### src/rtl/ppu_pkg.sv
// ppu_pkg: PPU mode encoding, pixel-sink FSM states and LCD geometry
package ppu_pkg;
  typedef enum logic [1:0] {H_BLANK = 2'd0, V_BLANK = 2'd1, SCAN = 2'd2, DRAW = 2'd3} ppu_mode_t;
  typedef enum logic [2:0] {WAIT_FRAME, VBLANK, LINE_GAP, ACTIVE, FLUSH} sink_state_t;
  localparam int LCD_W = 160;
  localparam int LCD_H = 144;
  localparam int FB_W = 22;
endpackage

### src/rtl/lcd_wr_fifo.sv
// lcd_wr_fifo: synchronous show-ahead FIFO for framebuffer write entries
module lcd_wr_fifo #(
  parameter int W = 22,
  parameter int DEPTH = 8
) (
  input  logic         clk,
  input  logic         rst,
  input  logic         push,
  input  logic [W-1:0] din,
  input  logic         pop,
  output logic [W-1:0] head,
  output logic         full,
  output logic         empty
);
  localparam int AW = $clog2(DEPTH);
  logic [W-1:0] mem [DEPTH];
  logic [AW:0] wp, rp;
  assign empty = wp == rp;
  assign full = wp[AW] != rp[AW] && wp[AW-1:0] == rp[AW-1:0];
  assign head = mem[rp[AW-1:0]];
  always_ff @(posedge clk) begin
    if (!rst) begin
      wp <= '0;
      rp <= '0;
    end else begin
      if (push) wp <= wp + 1'b1;
      if (pop) rp <= rp + 1'b1;
    end
  end
  always_ff @(posedge clk)
    if (push) mem[wp[AW-1:0]] <= din;
endmodule

### src/rtl/lcd_pixel_sink.sv
// lcd_pixel_sink: PPU pixel stream to packed, double-buffered framebuffer writes
module lcd_pixel_sink
  import ppu_pkg::*;
#(
  parameter int FIFO_DEPTH = 8,
  parameter int APPLY_PALETTE = 1
) (
  input  logic        clk,
  input  logic        rst,
  input  logic [1:0]  PX_OUT,
  input  logic        PX_valid,
  input  logic [1:0]  PPU_MODE,
  input  logic [7:0]  BGP,
  output logic        fb_wr,
  input  logic        fb_ready,
  output logic [13:0] fb_addr,
  output logic [7:0]  fb_data,
  output logic        disp_bank,
  output logic        frame_done,
  input  logic        err_clr,
  output logic        err_ovf,
  output logic        err_len
);
  ppu_mode_t mode, mode_q;
  sink_state_t st, nxt;
  logic [7:0] x, y, sr, pbyte;
  logic [1:0] shade;
  logic [12:0] baddr;
  logic wr_bank, ent_vb, ent_sd, ent_draw, end_draw, frame_end, flush, px_in, acc, push_req, pv;
  logic full, empty, pop, ovf_set, len_set;
  logic [FB_W-1:0] pd, head;
  assign mode = ppu_mode_t'(PPU_MODE);
  assign ent_vb = mode == V_BLANK && mode_q != V_BLANK;
  assign ent_draw = mode == DRAW && mode_q != DRAW;
  assign ent_sd = ent_draw || (mode == SCAN && mode_q != SCAN);
  assign end_draw = mode == H_BLANK && mode_q == DRAW;
  assign frame_end = ent_vb && y != 8'd0;
  assign flush = st == FLUSH;
  assign px_in = PX_valid && st == ACTIVE;
  assign acc = px_in && x < 8'(LCD_W) && y < 8'(LCD_H);
  assign shade = APPLY_PALETTE != 0 ? BGP[{PX_OUT, 1'b1} -: 2] : PX_OUT;
  assign baddr = 13'(y) * 13'(LCD_W / 4) + 13'(x[7:2]);
  assign pbyte = flush ? sr << (4'd8 - {1'b0, x[1:0], 1'b0}) : {sr[5:0], shade};
  assign push_req = (acc && x[1:0] == 2'd3) || (flush && x[1:0] != 2'd0);
  assign pop = fb_wr && fb_ready;
  assign ovf_set = pv && full && !pop;
  assign len_set = (px_in && !acc) || (flush && x != 8'(LCD_W));
  assign fb_wr = rst && !empty;
  assign {fb_addr, fb_data} = fb_wr ? head : '0;
  always_comb
    nxt = ent_vb ? VBLANK :
          (st == VBLANK && ent_sd) ? LINE_GAP :
          (st == LINE_GAP && ent_draw) ? ACTIVE :
          (st == ACTIVE && end_draw) ? FLUSH :
          flush ? LINE_GAP : st;
  always_ff @(posedge clk) begin
    if (!rst) begin
      st <= WAIT_FRAME;
      mode_q <= H_BLANK;
      x <= '0;
      y <= '0;
      sr <= '0;
      wr_bank <= 1'b1;
      disp_bank <= 1'b0;
      frame_done <= 1'b0;
      pv <= 1'b0;
      pd <= '0;
      err_ovf <= 1'b0;
      err_len <= 1'b0;
    end else begin
      st <= nxt;
      mode_q <= mode;
      frame_done <= frame_end;
      if (frame_end) begin
        disp_bank <= wr_bank;
        wr_bank <= ~wr_bank;
      end
      if (st == VBLANK && ent_sd) y <= '0;
      if (flush) y <= y + 8'd1;
      if (st == LINE_GAP && ent_draw) x <= '0;
      if (acc) begin
        sr <= {sr[5:0], shade};
        x <= x + 8'd1;
      end
      pv <= push_req;
      pd <= {wr_bank, baddr, pbyte};
      err_ovf <= err_clr ? 1'b0 : err_ovf | ovf_set;
      err_len <= err_clr ? 1'b0 : err_len | len_set;
    end
  end
  lcd_wr_fifo #(.W(FB_W), .DEPTH(FIFO_DEPTH)) u_fifo (
    .clk(clk),
    .rst(rst),
    .push(pv && !ovf_set),
    .din(pd),
    .pop(pop),
    .head(head),
    .full(full),
    .empty(empty)
  );
endmodule

### config.mk
export PLATFORM = sky130hd
export DESIGN_NAME = lcd_pixel_sink
export DESIGN_NICKNAME = d
export VERILOG_FILES = /design/src/rtl/ppu_pkg.sv /design/src/rtl/lcd_wr_fifo.sv /design/src/rtl/lcd_pixel_sink.sv
export SDC_FILE = /design/constraint.sdc
export NUM_CORES = 1
export LEC_CHECK = 0
export ABC_AREA = 1
export CORE_ASPECT_RATIO = 1.25
export CORE_MARGIN = 4
export CORE_UTILIZATION = 30
export CTS_CLUSTER_DIAMETER = 100
export DETAILED_ROUTE_END_ITERATION = 7
export DONT_BUFFER_PORTS = 1
export PLACE_DENSITY = 0.49
export SLEW_MARGIN = 10
export SYNTH_ARGS = -nofsm -noshare
export SYNTH_HDL_FRONTEND = slang
export SYNTH_SLANG_ARGS = --single-unit
export TNS_END_PERCENT = 20
### constraint.sdc
create_clock -name clk -period 8.6 [get_ports clk]
set_input_delay 1.29 -clock clk [delete_from_list [all_inputs] [get_ports clk]]
set_output_delay 1.29 -clock clk [all_outputs]
set_load 0.02 [all_outputs]
==> summary.txt <==
Status: complete, no violations
Pre-CTS setup slack: 4699 ps
FFs w/ async S/R, synth: 0%
Nets: 1038
Diodes inserted: 0
Syn Inst Count: 1003
Clock-pin slew on the worst setup and hold paths: 60 ps
Tmin final: 4395 ps
CP Capture Type: output port
Max Slew Vio Count: 0
WL final: 22900 µm
Setup TNS: 0 ps
First-pass GRT wire length: 36650 µm
Clk_lat worst skew: 530 ps
Fin worst setup slack: 4205 ps
Number of synthesized flops with an enable pin: 176
Max frequency: 227.5 MHz
Core ar.: 34420 µm²
Hold depth: 2
Leakage: 4.278 nW
Die area: 37940 µm²
First-pass DRT Iterations: 5
Hold Violations, Final: 0
Post-place instance area: 10960 µm²
Yosys top cell by area: edfxtp_1
Crit path arrival time: 3110 ps
Min-Delay Path Class: reg2reg
Final setup vio count: 0
H-tree depth: 1
Largest net degree at the start of global routing: 89
Number of max-cap violations: 0
DR DRC count: 0
Final worst-path cycle share: 51.11%
Filler cells: 3555
Initial drt markers: 450
Vias in the first global route: 6754
Worst Skew: 15.51 ps
Setup Fix Bufs, Post-CTS: 0
IO Port Bufs: 0
Data required, critical path: 7310 ps
Die Wd: 175.0 µm
Num ports: 44
Via density: 4.680
Worst-path fanout max: 56
PwrDens: 200.2 nW/µm²
CP Class: reg2out
Initial antenna violation count: 0
Clock sink count: 244
Synth top area cells: edfxtp_1, dfxtp_1, nand2_1
Core Rows: 76
Tot Pwr: 2.365 mW
Clk root buf: clkbuf_16
Global route total overflow: 0
Synthesis-stage register bit count: 244
GRT Util Overall: 11.92%
CTS tree: yes
Area of the mapped netlist: 10460 µm²
CP startpoint kind: flop
Detailed Place HPWL: 13760 µm
Syn Nets: 1043
Actual slew at the worst max-slew pin: 1017 ps
Peak VDD IR: 0.1166 mV
Max_slew headroom: 32.05%
# hold bufs at CTS: 0
Layout Area Growth over Synthesis: 12.94%
Synth Flop Type: edfxtp_1
Routed vias: 6954
Initial Util: 30.39%
Synth cell types: 40
Avg Synthesized Cell Area: 10.43 µm²
Post-synthesis sequential area ratio: 63.54%
RSZ-0062 raised after global routing: false
DIE HEIGHT: 216.8 µm
Gpl congestion: 0.7723
Ys Warns: 0
DR WL/cell: 15.41 µm
Layout cell share with drive strength beyond 1: 9.823%
CTS buffer count: 26
Post-cts resize count: 0
Synth top area share: 50.53%
Final instance area: 11810 µm²
FF-to-FF path depth: 12
Clk buf depth: 3
Final ANT Viol Nets: 0
==> logic make-up (layout without fill, tap and decap cells) <==
group / after synthesis / count (layout) / synth area share, %
AND/OR/NAND/NOR: 402 / 402 / 16.12
flip-flops: 244 / 244 / 63.54
AO/OA/AOI/OAI: 210 / 210 / 12.37
buffers and inverters: 119 / 134 / 4.653
adder cells (fa/ha/maj): 23 / 23 / 2.895
XOR/XNOR: 5 / 5 / 0.4186
==> final cells by class <==
class                           instances  area, µm²  share of cell area, %
Multi-Input combinational cell        640       3349                  28.35
Inverter                               72      272.8                  2.309
Sequential cell                       244       6649                  56.28
Clock buffer                           38      755.7                  6.397
Timing Repair Buffer                   14      105.1                 0.8896
Tap cell                              468      585.6                  4.957
Clock inverter                         10      96.34                 0.8155
==> cell usage after synthesis, types with 22 or more instances <==
cell type,n
dfxtp_1,68
a32o_1,22
nor2_1,64
o21ai_0,58
a32oi_1,22
inv_1,65
edfxtp_1,176
nand3_1,29
a21oi_1,91
nand2_1,271
==> layout by cell type, fill, tap and decap left out, types with 3 or more instances in the layout <==
master,count
a21oi_1,91
a21oi_2,7
a32o_1,22
a32oi_1,22
buf_4,14
clkbuf_1,6
clkbuf_16,26
clkbuf_8,6
clkinv_1,3
dfxtp_1,66
edfxtp_1,176
ha_1,21
inv_1,65
inv_2,5
nand2_1,271
nand2_2,6
nand3_1,29
nand4_1,6
nor2_1,57
nor2_2,12
nor3_1,8
o211ai_1,3
o21ai_0,58
or2_2,3
xor2_1,5
==> registers in the layout, indices dropped and copies added (netlist names), named ones only <==
name,cells
err_len,1
wr_bank,1
sr,8
u_fifo.mem,176
disp_bank,1
pd,22
u_fifo.wp,4
x,8
frame_done,1
err_ovf,1
mode_q,2
pv,1
st,3
u_fifo.rp,4
y,8
==> worst max-delay path, stage by stage, from the launching register on <==
cell and delay, ps:
dfxtp_2 310, buf_4 250, inv_2 470, buf_4 590, nand2_1 110, a32o_1 250, nand2_1 50, o21ai_0 150
nor2_1 370
==> metrics by stage <==
stage | utilization, % | hold slack, ps | std cells
2_1_floorplan | - | 420.2 | 1003
3_3_place_gp | 31.84 | 442.0 | 1438
3_5_place_dp | 31.84 | 451.0 | 1438
4_1_cts | 34.32 | 462.4 | 1486
5_1_grt | 34.32 | 494.6 | 1486
6_report | 34.32 | 454.5 | 1486
==> power breakdown <==
part | internal [mW] | leakage (nW) | switching (mW)
sequential | 1.25 | 2.25 | 0.00352
clock | 0.641 | 0.412 | 0.455
combinational | 0.00508 | 1.61 | 0.0109
total | 1.90 | 4.28 | 0.469
==> routing by layer <==
metal  vias up  share of wire [%]  global-route usage, %
met4         0                2.5                  3.537
met3        40                3.6                  1.911
met2        93                 48                  20.48
met1      3327                 46                  15.59
li1       3494                  -                      -
met5         -                  0                      0
==> path summary, 6_finish.rpt <==
check        slack [ps]                    to            startpoint
min                 450  wr_bank$_SDFFE_PN1P_  wr_bank$_SDFFE_PN1P_
max                4200            fb_data[1]                  flop
min reg2reg         450  wr_bank$_SDFFE_PN1P_  wr_bank$_SDFFE_PN1P_
max reg2reg        6190     pd[20]$_SDFF_PN0_     y[1]$_SDFFE_PN0P_
(Power assumes the default switching activity.)
